**src/rtl/system_sequencer.sv**
```systemverilog
// Run controller for the ternary machine: load -> execute -> halt/timeout, and owner of the shared memory port.
// Latency: state changes one clock after the qualifying input; the memory mux is combinational from registered state and grant.
// Backpressure: none; the debug master waits for dbg_gnt, and SYS_AUTO_RESTART_EN optionally enables auto-restart from HALTED.
module system_sequencer #(
    parameter int WORD_SIZE     = 9,
    parameter int MEM_ADDR_SIZE = 6,
    parameter int CYCLE_CNT_W   = 24,
    parameter int MAX_CYCLES    = 0,
    parameter int RESTART_DELAY = 4   // must be >= 1 when auto-restart is built
) (
    input  logic                       clock,
    input  logic                       reset,
    input  logic                       start,
    input  logic                       abort,
    output logic                       ldr_start,
    input  logic                       ldr_done,
    input  logic [2*MEM_ADDR_SIZE-1:0] ldr_addr,
    input  logic [2*WORD_SIZE-1:0]     ldr_wdata,
    input  logic                       ldr_we,
    output logic                       cpu_execute,
    input  logic                       cpu_halted,
    input  logic [2*MEM_ADDR_SIZE-1:0] cpu_addr,
    input  logic [2*WORD_SIZE-1:0]     cpu_wdata,
    input  logic                       cpu_we,
    input  logic                       cpu_re,
    input  logic                       dbg_req,
    output logic                       dbg_gnt,
    input  logic [2*MEM_ADDR_SIZE-1:0] dbg_addr,
    input  logic [2*WORD_SIZE-1:0]     dbg_wdata,
    input  logic                       dbg_we,
    input  logic                       dbg_re,
    output logic [2*MEM_ADDR_SIZE-1:0] mem_addr,
    output logic [2*WORD_SIZE-1:0]     mem_wdata,
    output logic                       mem_we,
    output logic                       mem_re,
    output logic [2:0]                 sys_state,
    output logic [CYCLE_CNT_W-1:0]     cycle_count,
    output logic                       timeout,
    output logic [7:0]                 run_count
);

    typedef enum logic [2:0] {
        ST_IDLE      = 3'd0,
        ST_LOADING   = 3'd1,
        ST_EXECUTING = 3'd2,
        ST_HALTED    = 3'd3,
        ST_TIMEOUT   = 3'd4
    } state_t;

    // Last EXECUTING count value before the watchdog trips (unused when MAX_CYCLES is 0).
    localparam logic [CYCLE_CNT_W-1:0] LP_WD_LAST =
        CYCLE_CNT_W'((MAX_CYCLES == 0) ? 0 : MAX_CYCLES - 1);

    state_t                   r_state;
    state_t                   w_next_state;
    logic                     r_start_q;
    logic                     r_dbg_gnt;
    logic [CYCLE_CNT_W-1:0]   r_cycle_count;
    logic                     r_timeout;
    logic [7:0]               r_run_count;

    logic                     w_start_edge;
    logic                     w_wd_hit;
    logic                     w_idle_like;
    logic                     w_load;      // entering LOADING this edge
    logic                     w_halt;      // run completed this edge
    logic                     w_wd_fire;   // watchdog expiry this edge
    logic                     w_restart;   // auto-restart into EXECUTING this edge
    logic                     w_restart_due;

    // Starts are suppressed while the debug master asks for the port.
    assign w_start_edge = start & ~r_start_q & ~dbg_req;
    assign w_wd_hit     = (MAX_CYCLES != 0) && (r_cycle_count == LP_WD_LAST);
    assign w_idle_like  = (r_state == ST_IDLE) || (r_state == ST_HALTED) || (r_state == ST_TIMEOUT);

`ifdef SYS_AUTO_RESTART_EN
    localparam int RC_W = $clog2(RESTART_DELAY + 1);
    logic [RC_W-1:0] r_restart_cnt;

    assign w_restart_due = (r_state == ST_HALTED) && !dbg_req &&
                           (r_restart_cnt == RC_W'(RESTART_DELAY - 1));

    // Count consecutive HALTED cycles with no debug request; any request restarts the wait.
    always_ff @(posedge clock or posedge reset) begin
        if (reset)
            r_restart_cnt <= '0;
        else if ((r_state == ST_HALTED) && !dbg_req && !w_restart_due)
            r_restart_cnt <= r_restart_cnt + 1'b1;
        else
            r_restart_cnt <= '0;
    end
`else
    assign w_restart_due = 1'b0;
`endif

    // State register.
    always_ff @(posedge clock or posedge reset) begin
        if (reset)
            r_state <= ST_IDLE;
        else
            r_state <= w_next_state;
    end

    // Next-state logic, transition strobes and run enables; abort outranks everything in LOADING/EXECUTING.
    always_comb begin
        w_next_state = ST_IDLE;
        w_load       = 1'b0;
        w_halt       = 1'b0;
        w_wd_fire    = 1'b0;
        w_restart    = 1'b0;
        ldr_start    = 1'b0;
        cpu_execute  = 1'b0;
        case (r_state)
            ST_IDLE: begin
                if (w_start_edge) begin
                    w_next_state = ST_LOADING;
                    w_load       = 1'b1;
                end else begin
                    w_next_state = ST_IDLE;
                end
            end
            ST_LOADING: begin
                ldr_start = 1'b1;
                if (abort)
                    w_next_state = ST_IDLE;
                else if (ldr_done)
                    w_next_state = ST_EXECUTING;
                else
                    w_next_state = ST_LOADING;
            end
            ST_EXECUTING: begin
                cpu_execute = 1'b1;
                if (abort) begin
                    w_next_state = ST_IDLE;
                end else if (cpu_halted) begin
                    w_next_state = ST_HALTED;
                    w_halt       = 1'b1;
                end else if (w_wd_hit) begin
                    w_next_state = ST_TIMEOUT;
                    w_wd_fire    = 1'b1;
                end else begin
                    w_next_state = ST_EXECUTING;
                end
            end
            ST_HALTED: begin
                if (w_start_edge) begin
                    w_next_state = ST_LOADING;
                    w_load       = 1'b1;
                end else if (w_restart_due) begin
                    w_next_state = ST_EXECUTING;
                    w_restart    = 1'b1;
                end else begin
                    w_next_state = ST_HALTED;
                end
            end
            ST_TIMEOUT: begin
                if (w_start_edge) begin
                    w_next_state = ST_LOADING;
                    w_load       = 1'b1;
                end else begin
                    w_next_state = ST_TIMEOUT;
                end
            end
            default: w_next_state = ST_IDLE;
        endcase
    end

    // Start edge history and debug grant; grant only follows a request seen in a port-free state.
    always_ff @(posedge clock or posedge reset) begin
        if (reset) begin
            r_start_q <= 1'b0;
            r_dbg_gnt <= 1'b0;
        end else begin
            r_start_q <= start;
            r_dbg_gnt <= dbg_req && w_idle_like;
        end
    end

    // Run bookkeeping: saturating EXECUTING cycle counter, sticky timeout flag, wrapping run counter.
    always_ff @(posedge clock or posedge reset) begin
        if (reset) begin
            r_cycle_count <= '0;
            r_timeout     <= 1'b0;
            r_run_count   <= '0;
        end else begin
            if (w_load || w_restart)
                r_cycle_count <= '0;
            else if ((r_state == ST_EXECUTING) && (r_cycle_count != {CYCLE_CNT_W{1'b1}}))
                r_cycle_count <= r_cycle_count + 1'b1;

            if (w_load)
                r_timeout <= 1'b0;
            else if (w_wd_fire)
                r_timeout <= 1'b1;

            if (w_halt)
                r_run_count <= r_run_count + 8'd1;
        end
    end

    // Memory port mux; debug traffic is only forwarded in states where the grant is legal.
    always_comb begin
        mem_addr  = '0;
        mem_wdata = '0;
        mem_we    = 1'b0;
        mem_re    = 1'b0;
        if (r_state == ST_LOADING) begin
            mem_addr  = ldr_addr;
            mem_wdata = ldr_wdata;
            mem_we    = ldr_we;
        end else if (r_state == ST_EXECUTING) begin
            mem_addr  = cpu_addr;
            mem_wdata = cpu_wdata;
            mem_we    = cpu_we;
            mem_re    = cpu_re;
        end else if (r_dbg_gnt && w_idle_like) begin
            mem_addr  = dbg_addr;
            mem_wdata = dbg_wdata;
            mem_we    = dbg_we;
            mem_re    = dbg_re;
        end
    end

    assign dbg_gnt     = r_dbg_gnt;
    assign sys_state   = r_state;
    assign cycle_count = r_cycle_count;
    assign timeout     = r_timeout;
    assign run_count   = r_run_count;

endmodule

```
**config.mk**
```make
export PLATFORM = sky130hd
export DESIGN_NAME = system_sequencer
export DESIGN_NICKNAME = d
export VERILOG_FILES = /design/src/rtl/system_sequencer.sv
export SDC_FILE = /design/constraint.sdc
export NUM_CORES = 1
export LEC_CHECK = 0
export CAP_MARGIN = 20
export CORE_ASPECT_RATIO = 1.75
export CORE_MARGIN = 2
export CORE_UTILIZATION = 36
export DETAILED_ROUTE_END_ITERATION = 10
export GPL_TIMING_DRIVEN = 0
export PLACE_DENSITY = 0.87
export SLEW_MARGIN = 20
export SYNTH_ARGS = -nofsm -noshare
export SYNTH_HDL_FRONTEND = slang
export SYNTH_SLANG_ARGS = --single-unit
```
**constraint.sdc**
```tcl
create_clock -name clock -period 3.2 [get_ports clock]
set_input_delay 0.48 -clock clock [delete_from_list [all_inputs] [get_ports clock]]
set_output_delay 0.48 -clock clock [all_outputs]
set_load 0.02 [all_outputs]
```
==> out/metrics.yaml <==
floorplanning:
  ios: 173
  initial_utilization_pct: 37.3
  die_h_um: 115
  dieWidth_um: 67.7
  rows: 40
  core_area_mm2: 0.00686
  die_area_mm2: 0.00782
sta:
  fin_ws_ns: 0.0970
  maxSlewViolCount: 0
  max_freq_ghz: 0.322
  fin_crit_ns: 3.10
  max_slew_margin_pct: 64.5
  setup_viol: 0
  hold_viol: 0
  hold_slack_ns: 0.397
  rsz0062_at_grt: "no"
  fin_crit_sh_pct: 97.0
  skew_ns: 0.00663
  worst_slew_pin_slew_ns: 0.533
routing:
  drtPass1Iterations: 6
  num_vias: 3210
  drcViolationCount: 0
  viasPerCell: 5.80
  first_iter_violations: 217
  ant_nets: 0
  wl_per_cell_um: 18.7
  wirelength_um: 10300
hold_path:
  hold_path_class: "in2async"
synthesis:
  synthArstFlopShare_pct: 100
  syn_nets: 394
  synthFlopType: "dfrtp_1"
  syn-cell-area_mm2: 0.00256
  synth_edf_count: 0
  synth_top_area_share_pct: 36.2
  synth_common_cells: "dfrtp_1, inv_1, a222oi_1"
  yosysSeqAreaShare_pct: 36.2
  yosysMostFrequentCell: "dfrtp_1"
  synth-seq-cells: 37
  synth_warnings: 0
  synth.avg_cell_area_um2: 8.81
  synthCells: 290
  synth.distinct_cells: 53
  synth_area_leaders: "dfrtp_1, a222oi_1, inv_1"
  yosysTopAreaCell: "dfrtp_1"
worst_setup_path:
  arrival_ns: 2.62
  critical_path_class: "reg2out"
  worstPathCellList: "buf_2, or3b_4, inv_1, clkbuf_8, clkbuf_2, a222oi_1, inv_1, clkdlybuf4s50_1"
  cp_num_buf_inv: 6
  crit_path_end_kind: "output pin"
  cp-start-kind: "flip-flop"
  crit_top_cell: "inv_1"
  path_max_fanout: 10
  critPathMaxStageDelay_ns: 0.61
  crit_family: "buffers and inverters"
  required_ns: 2.72
  cp_slowest_cell: "clkdlybuf4s50_1"
clock_network:
  tritoncts: "yes"
  cts_max_path_buffers: 2
  cts_setup_buffers: 0
  clk_pin_slew_ns: 0.06
  cts_buffers: 5
  cts_sinks: 37
  clockRootBuffer: "clkbuf_16"
  clock_latency_ns: 0.28
  h-tree-depth: 2
global_route:
  grt_max_degree: 34
  grt.total_usage_pct: 25.0
  grt_overflow_total: 0
  grt_pass1_wl_um: 15000
  antenna_found_initial: 0
  grt_pass1_vias: 3078
cells_and_area:
  final_nets: 572
  multi_input_area_mm2: 0.00141
  antenna_cells: 0
  regArea_um2: 926
  fill_cells: 561
  area_delta_synth_final_pct: 78.2
  drive_gt1_share_pct: 9.17
  final_area_mm2: 0.00456
place:
  post-place-ws_ns: -0.0730
  dpl.hpwl_um: 8110
  placed_area_mm2: 0.00439
  gp_congestion: 0.905
  portBuffers: 171
power:
  p_per_area_mw_per_mm2: 434
  peakVddDrop_mv: 0.428
  p_leak_uw: 0.00217
outcome:
  outcome: "finished clean"
run:
  drv_cap: 0
==> layer usage <==
layer	wire (um)	GRT usage (%)	vias to the layer above
met5	0	0	-
met4	204	7.76	0
met3	1320	7.77	17
met2	5490	48.1	184
met1	3310	24.2	1536
li1	-	-	1473
==> power breakdown <==
part	internal [uW]	switching, uW
combinational	419	445
clock	330	183
sequential	517	86.8
total	1260	714
==> state kept, by name (all words and copies together), names as in the netlist <==
name,flops
cycle_count,24
run_count,8
sys_state,3
dbg_gnt,1
r_start_q,1
==> cell usage in the layout (no fill, tap or decap), drive strengths merged, types with 2 or more instances in the layout <==
cell / n
dlymetal6s2s: 2
xor2: 3
o21ai: 8
a222oi: 31
o31ai: 3
or4: 5
ha: 2
and3: 9
or3: 8
clkdlybuf4s50: 151
nor4: 4
or2: 2
nand2: 24
nor3: 7
a31oi: 3
nor2: 11
nor2b: 4
buf: 9
xnor2: 5
a21o: 5
a21oi: 9
and4: 4
nand3: 20
inv: 34
nor3b: 4
dfrtp: 37
nand4: 6
a211o: 8
clkbuf: 17
o211ai: 2
dlygate4sd2: 18
==> layout make-up <==
| class | instances | share of cell area, % |
|---|---|---|
| repair buffers | 172 | 37.6 |
| multi-input cells | 200 | 31.0 |
| flip-flops and latches | 37 | 20.3 |
| clock buffers | 7 | 3.35 |
| inverters | 34 | 2.80 |
| plain buffers | 18 | 2.50 |
| well taps | 84 | 2.31 |
| clock inverters | 1 | 0.110 |
==> worst paths after layout <==
| kind | slack (ns) | cells after the start | startpoint | endpoint |
|---|---|---|---|---|
| min in group clock | 0.48 | 1 | run_count[7] | run_count[7] |
| worst min register to register | 0.48 | 1 | run_count[7] | run_count[7] |
| worst min-delay path | 0.40 | 2 | reset | run_count[1] |
| worst max-delay path | 0.1 | 8 | sys_state[1] | mem_addr[3] |
| max in group asynchronous | 2.41 | 3 | reset | cycle_count[11] |
| worst max register to register | 0.68 | 8 | cycle_count[0] | cycle_count[8] |
==> per-stage QoR <==
stage	std cells	setup TNS [ns]	power, uW	utilization [%]
5_1_grt	553	0	2070	66.4
3_3_place_gp	545	-0.333	1480	63.8
4_1_cts	554	0	1990	66.3
2_1_floorplan	290	0	1010	-
6_report	553	0	1980	66.4
3_5_place_dp	546	-0.562	1500	64.1
==> what timing repair did <==
action,in CTS,in global routing
endpoints found under the setup margin,30,13
pin swaps,0,0
hold buffers,0,0
resized for setup,26,7
==> worst reg2reg max path, cell delays in order, from the launching register on <==
cell and delay [ns]:
dfrtp_1 0.47, ha_1 0.25, nand3_4 0.13, or4_4 0.57, o31ai_2 0.30, buf_4 0.23
buf_6 0.17, nand2_1 0.10, o221ai_1 0.21
==> cells by family after synthesis <==
group           count (synthesis)  synth area share [%]
compound gates                 75                  24.2
fa+ha+maj                       2                 0.979
simple gates                  112                  25.6
other cells                     1                 0.147
buf+inv                        53                  9.20
mux                             2                 0.832
flops                          37                  36.2
xor+xnor                        8                  2.74
Note: power is estimated with default switching activity, not from simulation.
